[src/rtl/fault_monitor.sv]
// Fault monitor downstream of the posit-adder checker: saturating statistics,
// a small FWFT FIFO of faulting results, and a sticky consecutive-fault alarm.
module fault_monitor #(
    parameter int FULL_NBITS   = 32,
    parameter int LOG_DEPTH    = 2,
    parameter int CNT_W        = 16,
    parameter int ALARM_THRESH = 3
) (
    input  logic                  clk,
    input  logic                  rst,
    input  logic                  in_valid,
    input  logic                  in_fault,
    input  logic                  in_mode,
    input  logic                  in_reverse_mode,
    input  logic [FULL_NBITS-1:0] in_true_sum,
    input  logic [FULL_NBITS-1:0] in_used_sum,
    input  logic [6:0]            in_true_scale,
    input  logic [6:0]            in_used_scale,
    input  logic                  clr_alarm,
    output logic                  rec_valid,
    input  logic                  rec_ready,
    output logic [FULL_NBITS-1:0] rec_true_sum,
    output logic [FULL_NBITS-1:0] rec_used_sum,
    output logic [6:0]            rec_scale_diff,
    output logic [1:0]            rec_mode,
    output logic [CNT_W-1:0]      check_cnt,
    output logic [CNT_W-1:0]      fault_cnt,
    output logic [CNT_W-1:0]      trunc_cnt,
    output logic [CNT_W-1:0]      reverse_cnt,
    output logic [CNT_W-1:0]      drop_cnt,
    output logic                  alarm
);

    localparam int DEPTH = 1 << LOG_DEPTH;
    localparam int REC_W = 2 * FULL_NBITS + 9;

    typedef enum logic {MONITOR, ALARM} state_t;

    state_t                 state_q, state_d;
    logic [7:0]             run_q, run_d;
    logic [CNT_W-1:0]       check_q, check_d, fault_q, fault_d;
    logic [CNT_W-1:0]       trunc_q, trunc_d, reverse_q, reverse_d, drop_q, drop_d;
    logic [LOG_DEPTH:0]     wr_ptr_q, wr_ptr_d, rd_ptr_q, rd_ptr_d;
    logic [REC_W-1:0]       mem_q [DEPTH];
    logic [REC_W-1:0]       mem_d [DEPTH];

    logic                   empty, full, pop, push_req, push, drop;
    logic [6:0]             scale_diff;
    logic [REC_W-1:0]       head;

    function automatic logic [CNT_W-1:0] sat_inc(input logic [CNT_W-1:0] cnt);
        return (&cnt) ? cnt : cnt + CNT_W'(1);
    endfunction

    always_comb begin
        empty      = (wr_ptr_q == rd_ptr_q);
        full       = (wr_ptr_q[LOG_DEPTH] != rd_ptr_q[LOG_DEPTH]) &&
                     (wr_ptr_q[LOG_DEPTH-1:0] == rd_ptr_q[LOG_DEPTH-1:0]);
        pop        = ~empty & rec_ready;
        push_req   = in_valid & in_fault;
        // A pop in the same cycle frees the slot the push needs.
        push       = push_req & (~full | pop);
        drop       = push_req & full & ~pop;
        scale_diff = (in_true_scale >= in_used_scale) ? (in_true_scale - in_used_scale)
                                                      : (in_used_scale - in_true_scale);

        mem_d    = mem_q;
        wr_ptr_d = wr_ptr_q;
        rd_ptr_d = rd_ptr_q;
        if (push) begin
            mem_d[wr_ptr_q[LOG_DEPTH-1:0]] = {in_true_sum, in_used_sum, scale_diff,
                                              in_reverse_mode, in_mode};
            wr_ptr_d = wr_ptr_q + 1'b1;
        end
        if (pop) begin
            rd_ptr_d = rd_ptr_q + 1'b1;
        end

        check_d   = check_q;
        fault_d   = fault_q;
        trunc_d   = trunc_q;
        reverse_d = reverse_q;
        drop_d    = drop_q;
        if (in_valid) begin
            check_d = sat_inc(check_q);
            if (in_fault)        fault_d   = sat_inc(fault_q);
            if (in_mode)         trunc_d   = sat_inc(trunc_q);
            if (in_reverse_mode) reverse_d = sat_inc(reverse_q);
        end
        if (drop) begin
            drop_d = sat_inc(drop_q);
        end

        run_d = run_q;
        if (in_valid) begin
            run_d = in_fault ? ((&run_q) ? run_q : run_q + 8'd1) : 8'd0;
        end
        if (clr_alarm) begin
            run_d = 8'd0;
        end

        state_d = state_q;
        case (state_q)
            MONITOR: if (!clr_alarm && push_req && run_d >= 8'(ALARM_THRESH)) state_d = ALARM;
            ALARM:   if (clr_alarm) state_d = MONITOR;
            default: state_d = MONITOR;
        endcase
    end

    always_ff @(posedge clk) begin
        if (rst) begin
            state_q   <= MONITOR;
            run_q     <= '0;
            check_q   <= '0;
            fault_q   <= '0;
            trunc_q   <= '0;
            reverse_q <= '0;
            drop_q    <= '0;
            wr_ptr_q  <= '0;
            rd_ptr_q  <= '0;
            for (int i = 0; i < DEPTH; i++) mem_q[i] <= '0;
        end else begin
            state_q   <= state_d;
            run_q     <= run_d;
            check_q   <= check_d;
            fault_q   <= fault_d;
            trunc_q   <= trunc_d;
            reverse_q <= reverse_d;
            drop_q    <= drop_d;
            wr_ptr_q  <= wr_ptr_d;
            rd_ptr_q  <= rd_ptr_d;
            mem_q     <= mem_d;
        end
    end

    // Record fields read as zero whenever nothing is presented.
    always_comb begin
        head = empty ? '0 : mem_q[rd_ptr_q[LOG_DEPTH-1:0]];
    end

    assign rec_valid      = ~empty;
    assign rec_true_sum   = head[REC_W-1 -: FULL_NBITS];
    assign rec_used_sum   = head[FULL_NBITS+8 -: FULL_NBITS];
    assign rec_scale_diff = head[8:2];
    assign rec_mode       = head[1:0];
    assign check_cnt      = check_q;
    assign fault_cnt      = fault_q;
    assign trunc_cnt      = trunc_q;
    assign reverse_cnt    = reverse_q;
    assign drop_cnt       = drop_q;
    assign alarm          = (state_q == ALARM);

endmodule
[config.mk]
export PLATFORM = sky130hd
export DESIGN_NAME = fault_monitor
export DESIGN_NICKNAME = d
export VERILOG_FILES = /design/src/rtl/fault_monitor.sv
export SDC_FILE = /design/constraint.sdc
export NUM_CORES = 1
export LEC_CHECK = 0
export ABC_AREA = 1
export BUFFER_PORTS_ARGS = -buffer_cell sky130_fd_sc_hd__buf_2
export CAP_MARGIN = 15
export CORE_MARGIN = 5
export CORE_UTILIZATION = 45
export CTS_BUF_LIST = sky130_fd_sc_hd__clkbuf_4 sky130_fd_sc_hd__clkbuf_8
export DETAILED_ROUTE_END_ITERATION = 10
export GPL_TIMING_DRIVEN = 0
export SLEW_MARGIN = 10
export SYNTH_ARGS = -nofsm -noshare
export SYNTH_HDL_FRONTEND = slang
export SYNTH_SLANG_ARGS = --single-unit
export TNS_END_PERCENT = 50
[constraint.sdc]
create_clock -name clk -period 2.7 [get_ports clk]
set_input_delay 0.54 -clock clk [delete_from_list [all_inputs] [get_ports clk]]
set_output_delay 0.54 -clock clk [all_outputs]
set_load 0.01 [all_outputs]
=== After elaboration in Yosys (flattened, before gate mapping) ===
Cells that the tools add are included.

* Input port bits: 86
* Output and inout bits: 155
* Memories kept: 0
* Bits in latches: 0
* Memory bits (writable): 0
* Bits in read-only memories: 0
* Register bits after elaboration: 387

* Add/sub/neg operators: 10
* Shift operators: 0
* Reductions and logical operators: 16
* Div/mod/pow operators: 0
* Multiply operators: 0
* Mux-type cells: 15
* Equal/unequal tests: 3
* Bitwise gates (word level): 17
* $lt $le $gt $ge: 5

{| class="wikitable"
|+ Operators by type and width
! cell !! count
|-
| bitwise mux 292 bit || 1
|-
| two-way mux 73 bit || 4
|-
| binary-select mux 73 bit (select 2 bit) || 1
|-
| demux 73 bit (select 2 bit) || 1
|-
| adder 16 x 1 -> 16 bit, second input constant || 5
|-
| AND reduction 16 bit || 5
|-
| two-way mux 8 bit || 4
|-
| subtractor 7 bit || 2
|-
| NOT 1 bit || 9
|-
| AND reduction 3 bit || 3
|-
| adder 8 x 1 -> 8 bit, second input constant || 1
|-
| >= comparator 8 x 2 -> 1 bit, second input constant || 1
|-
| AND reduction 8 bit || 1
|-
| >= comparator 7 bit || 1
|-
| two-way mux 7 bit || 1
|-
| adder 3 x 1 -> 3 bit, second input constant || 2
|-
| >= comparator 3 bit, second input constant || 2
|-
| NOT 2 -> 3 bit || 2
|-
| bitwise AND 1 bit || 5
|-
| logical AND 1 bit || 4
|-
| AND reduction 2 bit || 2
|-
| == test 3 bit || 1
|-
| < comparator 3 x 1 -> 1 bit, second input constant || 1
|-
| == test 2 bit || 1
|-
| 5 further kinds || 6
|}

=== Logic depth before layout (Yosys ltp) ===
Gate-level depths: netlist of the first run.

* Depth in word-level cells: 9
* Depth in mapped cells: 13
* Gate-level depth less buffers: 13

=== Least setup slack after synthesis of the first run ===
OpenSTA, ideal clock, no wires.

* Kind: input-to-reg
* Start: input in_true_scale[0]
* End: register mem_q[225] (netlist bit)
* Data arrival time: 1.926 ns
* Cell stages on the path: 9
* Slack: 0.665 ns
* Cells stage by stage: inv_1 ha_1 fa_1 o21ai_0 nor2_1 o21ai_0 nand3_1 nand2_1 inv_1

* Word-level cells in the longest chain between the ends: 3
* Elaborated cells on any way between the ends: 5
* Classes of those cells: add/sub (2); order compare (1); mux (2)

{| class="wikitable"
|+ RTL lines
! what !! RTL line !! RTL
|-
| start: declaration || 17 || <nowiki>input logic [6:0] in_true_scale,</nowiki>
|-
| subtractor 7 bit (tied with other cells) || 65 || <nowiki>: (in_used_scale - in_true_scale);</nowiki>
|-
| two-way mux 7 bit (*) || 64 || <nowiki>scale_diff = (in_true_scale >= in_used_scale) ? (in_true_scale - in_used_scale)</nowiki>
|-
| bitwise mux 292 bit (*) || 71 || <nowiki>mem_d[wr_ptr_q[LOG_DEPTH-1:0]] = {in_true_sum, in_used_sum, scale_diff,</nowiki>
|-
| end signal: assignment || 132 || <nowiki>mem_q <= mem_d;</nowiki>
|-
| end: declaration || 44 || <nowiki>logic [REC_W-1:0] mem_q [DEPTH];</nowiki>
|}

Mark *: on every way between the ends. The rest lies on a longest branch, timed or not.
A chain may end at the register's enable or synchronous reset.

=== Worst setup path in the final report of the first run ===
* Start: register wr_ptr_q[0]
* End: output rec_mode[1]

* Word-level cells in the longest chain between the ends: 2

{| class="wikitable"
|+ RTL lines
! what !! RTL line !! RTL
|-
| start: declaration || 43 || <nowiki>logic [LOG_DEPTH:0] wr_ptr_q, wr_ptr_d, rd_ptr_q, rd_ptr_d;</nowiki>
|-
| start signal: assignment || 130 || <nowiki>wr_ptr_q <= wr_ptr_d;</nowiki>
|-
| == test 3 bit || 56 || <nowiki>empty = (wr_ptr_q == rd_ptr_q);</nowiki>
|-
| two-way mux 73 bit || 138 || <nowiki>head = empty ? '0 : mem_q[rd_ptr_q[LOG_DEPTH-1:0]];</nowiki>
|-
| end: declaration || 25 || <nowiki>output logic [1:0] rec_mode,</nowiki>
|}

Every way passes these cells.

==> metrics.md, run 1 <==
| Metric | Value |
|---|---|
| Via/cell ratio | 5.19 |
| CTS tree | built |
| Crit path launch type | flop |
| Sw Ratio | 29.6% |
| # DRC | 0 |
| Pre-CTS WS | -0.180 ns |
| Post-synth top area cell | dfxtp_1 |
| N_diodes | 0 |
| Worst VDD drop | 0.000292 V |
| Ys async rst share | 0% |
| HP Class | input pin to flop |
| Global-route wire length before repair | 93.1 mm |
| Hold_buf cts | 0 |
| Critical path endpoint | rec_mode[1] |
| Largest family of logic cells by synthesized area | compound AO/OA/AOI/OAI gates |
| Final period util | just under 100% |
| Total GRT Usage | 25.6% |
| Synth Area in Adders | under 10% |
| Routed wire per std cell | 16.7 um |
| Worst Path Max Fanout | 8 |
| Detail Placement HPWL | 43.0 mm |
| Area Overhead vs Synth | 19.7% |
| Sw power | 0.00434 W |
| Clock-pin slew on the worst setup and hold paths | 0.06 ns |
| Iteration-0 DRC count of the detailed router | 1309 |
| Commonest cells in the synthesized netlist | nand2_1 (618), a21oi_1 (504), dfxtp_1 (387) |
| Min Tclk post-route | 2.64 ns |
| Die Width | 213 um |
| Predominant post-synthesis flop cell | dfxtp_1 |
| Share of layout cells above drive strength 1 | 17.5% |
| Ranking of synthesized cells by area | dfxtp_1 (42%), a21oi_1 (14%), nand2_1 (13%), inv_1 (6.9%), o21ai_0 (6.6%) |
| Pins Over Slew Limit | 0 |
| Mapped Nets | 2804 |
| CP endpoint kind | output port |
| CP Class | flop to output port |
| R2R Path Start | wr_ptr_q[0]$_SDFFE_PP0P_ |
| Comb pwr share | 19.0% |
| Initial antenna violation count | 6 |
| Register area share after synthesis | around two fifths |
| TritonRoute pass-1 iters | 5 |
| Critical path launch point | wr_ptr_q[0]$_SDFFE_PP0P_ |
| Via count | 18600 |
| Placed Cells | 3462 |
| Post-Layout Cell Count | between 3000 and 4000 |
| # Max-Cap Violations | 0 |
| YS warnings | 0 |
| Part of the power in registers | 40.5% |
| IO Pins | 241 |
| Power Internal | 0.0103 W |
| WP data required | 2.16 ns |
| RR Endpoint | mem_q[4]$_SDFFE_PP0P_ |
| CTS H-tree depth | 3 |
| Mux share of post-synthesis cell area | 0% |
| GP Congestion | just over 0.9 |
| Die height | 213 um |
| Yosys cell types | 48 |
| R2R depth | 12 |
| Final nets | 3118 |
| Clock latency on the worst-skew pair | ~0.6 ns |
| Detailed Route WL | ~60 mm |
| Clock skew | 0.0263 ns |
| Port Buf Inserts | 238 |
| Share of the synthesized area in the top cell type | 41.8% |
| PD cells | 662 nW/um2 |
| Yosys reg bits | 387 |
| Final Hold Vio Count | 0 |
| Pwr Total | around 0.015 W |
| Initial Util | 45.5% |
| Max Fclk | 379 MHz |
| Worst-case clock buffer depth | 3 |
| Syn Area/Cell | 6.88 um2 |
| Reg-to-reg slack, setup | 0.50 ns |
| Final worst slack | 0.0649 ns |
| FP Rows | 74 |
| Vias in the first global route | 17300 |
| CTS Sinks | 387 |
| CORE AREA | 40700 um2 |
| Post-route antenna net violation count | 0 |
| Most common cell in the netlist | nand2_1 |
| RSZ-0062 raised after global routing | true |
| Clock share of power | between 40% and 50% |
| Synth Cell Area | 18500 um2 |
| Compound-Gate Fraction of Synth Area | 23.7% |
| P_leak | roughly 9.6 nW |
| Largest net degree at the start of global routing | 11 |
| Post-synth EDFFs | 0 |
| Root buf cell | clkbuf_8 |
| Max-Slew Margin vs Limit | 27.9% |
| Worst-Margin Slew | 1.08 ns |
| Post-synthesis xor/xnor area fraction | about 1.9% |
| Status | finished, final reports clean |
| Number of setup violations in the final report | 0 |
| Cells after Synth | 2692 |
| GRT Residual Overflow | 0 |
| Simple-gate portion of the synthesized area | 18.8% |
| WHS | ~0.22 ns |
| DIE AREA | 45300 um2 |
| Cts bufs inserted | 70 |
| WP data arrival | roughly 2.1 ns |
-- worst max-delay path: stages (launching register included) --
cell and delay [ns]:
dfxtp_1 0.35, inv_2 0.10, nand2_1 0.08, a21oi_2 0.18, nand2_2 0.14, buf_12 0.18, buf_4 0.16, nand2_1 0.11
inv_1 0.05, buf_2 0.13
-- registers in the layout, indices dropped and copies added (netlist names) --
name / flops
mem_q: 292
check_cnt: 16
alarm: 1
trunc_cnt: 16
wr_ptr_q: 3
rd_ptr_q: 3
fault_cnt: 16
drop_cnt: 16
run_q: 8
reverse_cnt: 16
-- power by group through the flow --
stage	combinational, W	clock, W	sequential (W)
finish	0.00278	0.00596	0.00594
global route	0.00307	0.00635	0.00595
floorplan	0.00158	0	0.00604
detailed placement	0.00259	0	0.00606
global placement	0.00257	0	0.00605
CTS	0.00272	0.00607	0.00593
-- layer usage --
metal  global-route usage [%]  vias up  share of wire (%)
li1                         -     9351                  -
met1                     33.9     8554                 44
met2                     41.7      580                 46
met3                     6.07      120                7.5
met4                     7.59       12                2.6
met5                        0        -               0.13
-- final cells by class --
class | instances | area [um2]
Fill cell | 4176 | 18600
Buffer | 169 | 1030
Inverter | 355 | 1340
Sequential cell | 387 | 7760
Timing Repair Buffer | 244 | 1260
Clock inverter | 8 | 90.1
Clock buffer | 114 | 1430
Tap cell | 532 | 666
Multi-Input combinational cell | 1779 | 8610
-- what timing repair did --
item | CTS | global route
buffers inserted | 3 | 3
endpoints found under the hold margin | 0 | 0
resized for setup | 78 | 67
pin swaps | 1 | 2
cloned | 0 | 0
setup endpoints to repair | 74 | 67
-- how the worst min path moves through the flow --
stage	startpoint	endpoint	slack (ns)	depth (start not counted)
floorplan	mem_q[73]$_SDFFE_PP0P_	mem_q[73]$_SDFFE_PP0P_	0.43	2
global placement	mem_q[189]$_SDFFE_PP0P_	mem_q[189]$_SDFFE_PP0P_	0.44	2
detailed placement	mem_q[162]$_SDFFE_PP0P_	mem_q[162]$_SDFFE_PP0P_	0.44	2
CTS	in_true_sum[27]	mem_q[68]$_SDFFE_PP0P_	0.17	3
global route	in_used_sum[26]	mem_q[35]$_SDFFE_PP0P_	0.19	3
finish	in_used_sum[5]	mem_q[233]$_SDFFE_PP0P_	0.22	3
-- kinds of logic (layout without fill, tap and decap cells) --
group / count (synthesis) / in the layout
AOI/OAI and AO/OA: 864 / 864
and+or+nand+nor: 849 / 849
buffers and inverters: 526 / 890
DFF: 387 / 387
xor gates and xnor gates: 40 / 40
adders and majority gates: 26 / 26
-- cells in the final DEF, fill, tap and decap left out, types with 36 or more instances in the layout --
cell type	n
clkbuf_1	46
nand3_1	67
clkbuf_8	94
o21ai_1	105
o21ai_0	227
inv_1	339
a21oi_1	500
nand2_1	616
nor3_1	36
nor2_1	82
buf_2	292
dfxtp_1	384
-- through the flow --
step / instance area, um2 / utilization (%) / TNS [ns]
final: 22200 / 54.4 / 0
after global routing: 22200 / 54.4 / -0.0507
after CTS: 22100 / 54.2 / -0.0332
after detailed placement: 20400 / 50.0 / -1.89
after global placement: 20400 / 50.0 / -0.847
after floorplan: 18500 / - / 0
No activity file was read; power rests on OpenSTA's default activity.
==> run 2: changes to the inputs <==
--- a/config.mk
+++ b/config.mk
@@ -8,11 +8,14 @@
 export ABC_AREA = 1
 export BUFFER_PORTS_ARGS = -buffer_cell sky130_fd_sc_hd__buf_2
 export CAP_MARGIN = 15
+export CELL_PAD_IN_SITES_DETAIL_PLACEMENT = 0
+export CELL_PAD_IN_SITES_GLOBAL_PLACEMENT = 1
 export CORE_MARGIN = 5
-export CORE_UTILIZATION = 45
+export CORE_UTILIZATION = 43
 export CTS_BUF_LIST = sky130_fd_sc_hd__clkbuf_4 sky130_fd_sc_hd__clkbuf_8
 export DETAILED_ROUTE_END_ITERATION = 10
 export GPL_TIMING_DRIVEN = 0
+export PLACE_DENSITY_LB_ADDON = 0.1
 export SLEW_MARGIN = 10
 export SYNTH_ARGS = -nofsm -noshare
 export SYNTH_HDL_FRONTEND = slang
==> run 2 against run 1 <==
Fmax is 0.86% higher. Global-route usage down 0.60 points. Clock skew is 0.0095 ns lower. Clock-buffer cell count increased by 3. Combinational power is 3% higher. Cell area increased by 0.72%. Routed wire length up 2.6%. Sequential share of layout area fell by 0.27 points. Register-to-register slack is essentially flat.
==> metrics.md, run 2 (same netlist as run 1, synthesis figures left out) <==
| Metric | Value |
|---|---|
| Status | finished, final reports clean (unchanged) |
| # Max-Cap Violations | 0 (unchanged) |
| Worst-Margin Slew | 1.01 ns (was 1.08 ns) |
| DIE AREA | 47300 um2 (was 45300 um2) |
| Footprint of the multi-input gates | 8630 um2 (was 8610 um2) |
| TritonRoute pass-1 iters | 5 (unchanged) |
| R2R Path Start | rd_ptr_q[2]$_SDFFE_PP0P_ (was wr_ptr_q[0]$_SDFFE_PP0P_) |
| Final period util | 96.8% (was 97.6%) |
| Detailed Route WL | 61.4 mm (was 59.9 mm) |
| Commonest cells after routing, fill and taps aside | nand2_1 (615), a21oi_1 (495), dfxtp_1 (385) (was nand2_1 (616), a21oi_1 (500), dfxtp_1 (384)) |
| Vias in the first global route | 17900 (was 17300) |
| CTS H-tree depth | 3 (unchanged) |
| WHS | 0.193 ns (was 0.216 ns) |
| Root buf cell | clkbuf_8 (unchanged) |
| Max reg flops | 292 (unchanged) |
| Clock skew | 0.0168 ns (was 0.0263 ns) |
| Power Internal | 0.0102 W (was 0.0103 W) |
| WP data required | 2.16 ns (about the same) |
| HP Class | input pin to flop (unchanged) |
| CTS Sinks | 387 (unchanged) |
| Min Tclk post-route | 2.61 ns (was 2.64 ns) |
| Reg-to-reg slack, setup | 0.49 ns (was 0.50 ns) |
| Final Hold Vio Count | 0 (unchanged) |
| PD cells | 656 nW/um2 (was 662 nW/um2) |
| Pins Over Slew Limit | 0 (unchanged) |
| Die Width | 218 um (was 213 um) |
| Comb pwr share | 19.5% (was 19.0%) |
| Area Overhead vs Synth | 20.6% (was 19.7%) |
| Detail Placement HPWL | 44.2 mm (was 43.0 mm) |
| Clock-pin slew on the worst setup and hold paths | 0.06 ns (about the same) |
| CP endpoint kind | output port (unchanged) |
| Top Usage Layer GRT | met2 (unchanged) |
| Worst hold start | in_used_sum[2] (was in_used_sum[5]) |
| Worst-case clock buffer depth | 3 (unchanged) |
| Fillers | 4495 (was 4176) |
| # DRC | 0 (unchanged) |
| Global-route wire length before repair | 95.2 mm (was 93.1 mm) |
| GR Util met3 | 4.86% (was 6.07%) |
| Cell area after layout | 22300 um2 (was 22200 um2) |
| Routed wire per std cell | 16.8 um (was 16.7 um) |
| Crit path launch type | flop (unchanged) |
| GRT Residual Overflow | 0 (unchanged) |
| Via/cell ratio | 5.10 (was 5.19) |
| Share of layout cells above drive strength 1 | 17.9% (was 17.5%) |
| Part of the power in registers | 40.5% (about the same) |
| Sw Ratio | 30.3% (was 29.6%) |
| GP Congestion | 0.880 (was 0.915) |
| Clock latency on the worst-skew pair | 0.62 ns (was 0.61 ns) |
| Met2 usage | 42.1% (was 41.7%) |
| P_leak | 9.61 nW (was 9.60 nW) |
| Total GRT Usage | 25.0% (was 25.6%) |
| Max Fclk | 383 MHz (was 379 MHz) |
| Top reg by flops | mem_q (unchanged) |
| CTS tree | built (unchanged) |
| Max-Slew Margin vs Limit | 32.8% (was 27.9%) |
| CP Class | flop to output port (unchanged) |
| CORE AREA | 42900 um2 (was 40700 um2) |
| Iteration-0 DRC count of the detailed router | 1193 (was 1309) |
| Initial antenna violation count | 10 (was 6) |
| Via count | 18600 (about the same) |
| Worst VDD drop | 0.000314 V (was 0.000292 V) |
| Cts bufs inserted | 71 (was 70) |
| Critical path launch point | rd_ptr_q[0]$_SDFFE_PP0P_ (was wr_ptr_q[0]$_SDFFE_PP0P_) |
| Sw power | 0.00445 W (was 0.00434 W) |
| Clock share of power | 40.0% (was 40.6%) |
| Number of setup violations in the final report | 0 (unchanged) |
| Cell Area, Placed | 20400 um2 (about the same) |
| Port Buf Inserts | 238 (unchanged) |
| FP Rows | 76 (was 74) |
| IO Pins | 241 (unchanged) |
| Initial Util | 43.2% (was 45.5%) |
| Seq. cell area | 7750 um2 (was 7760 um2) |
| Largest net degree at the start of global routing | 11 (unchanged) |
| WP data arrival | 2.07 ns (was 2.10 ns) |
| Die height | 218 um (was 213 um) |
| Final nets | 3121 (was 3118) |
| Worst Path Max Fanout | 10 (was 8) |
| RSZ-0062 raised after global routing | true (unchanged) |
| Most common cell after layout, fill and taps aside | nand2_1 (unchanged) |
| Post-route antenna net violation count | 0 (unchanged) |
| Global Route met1 Usage | 32.2% (was 33.9%) |
run 2: layout make-up:
cell class              instances  area share (%)
multi-input cells            1779            38.6
flip-flops and latches        387            34.7
clock buffers                 117            6.42
inverters                     355            6.03
repair buffers                244            5.90
plain buffers                 171            4.74
well taps                     585            3.28
clock inverters                 6           0.230
diodes                          6          0.0672
run 2: what timing repair did:
| item | in CTS | in global routing |
|---|---|---|
| resized for setup | 90 | 74 |
| cloned | 0 | 2 |
| setup endpoints to repair | 74 | 66 |
| hold buffers | 0 | 0 |
| pin swaps | 1 | 3 |
| setup buffers | 0 | 4 |
run 2: layer usage:
| metal | vias to the layer above | part of all wire [%] |
|---|---|---|
| met3 | 101 | 7.1 |
| met5 | - | 0.12 |
| li1 | 9390 | - |
| met2 | 556 | 47 |
| met1 | 8570 | 43 |
| met4 | 8 | 2.4 |
run 2: stage by stage:
stage / total power (W) / util, % / setup WS (ns) / cells / TNS, ns
after global placement: 0.00865 / 47.7 / -0.133 / 3515 / -0.978
after CTS: 0.0147 / 51.5 / -0.0323 / 3638 / -0.0356
after floorplan: 0.00762 / - / 0.665 / 2692 / 0
after global routing: 0.0154 / 52.1 / -0.0199 / 3647 / -0.0753
final: 0.0147 / 52.1 / 0.0874 / 3650 / 0
after detailed placement: 0.00867 / 47.7 / -0.154 / 3515 / -1.33
run 2: critical path, stage by stage (launching register included):
cell and delay (ns):
dfxtp_4 0.39, inv_8 0.06, buf_12 0.14, buf_12 0.15, clkbuf_8 0.17, a21oi_1 0.11
o21ai_1 0.10, nand2_1 0.08, nand2_1 0.06, inv_2 0.09, buf_6 0.10
run 2: worst paths after layout:
| path | cells after the start | endpoint |
|---|---|---|
| worst max register to register | 11 | mem_q[8]$_SDFFE_PP0P_ |
| worst min-delay path | 3 | mem_q[230]$_SDFFE_PP0P_ |
| worst min register to register | 2 | mem_q[182]$_SDFFE_PP0P_ |
| worst max-delay path | 10 | rec_true_sum[30] |
run 2: power by group through the flow:
| stage | Clock [W] | Combinational [W] | Sequential (W) |
|---|---|---|---|
| floorplan | 0 | 0.00158 | 0.00604 |
| global placement | 0 | 0.00259 | 0.00605 |
| detailed placement | 0 | 0.00261 | 0.00606 |
| CTS | 0.00601 | 0.00273 | 0.00594 |
| global route | 0.00630 | 0.00315 | 0.00595 |
| finish | 0.00587 | 0.00286 | 0.00594 |
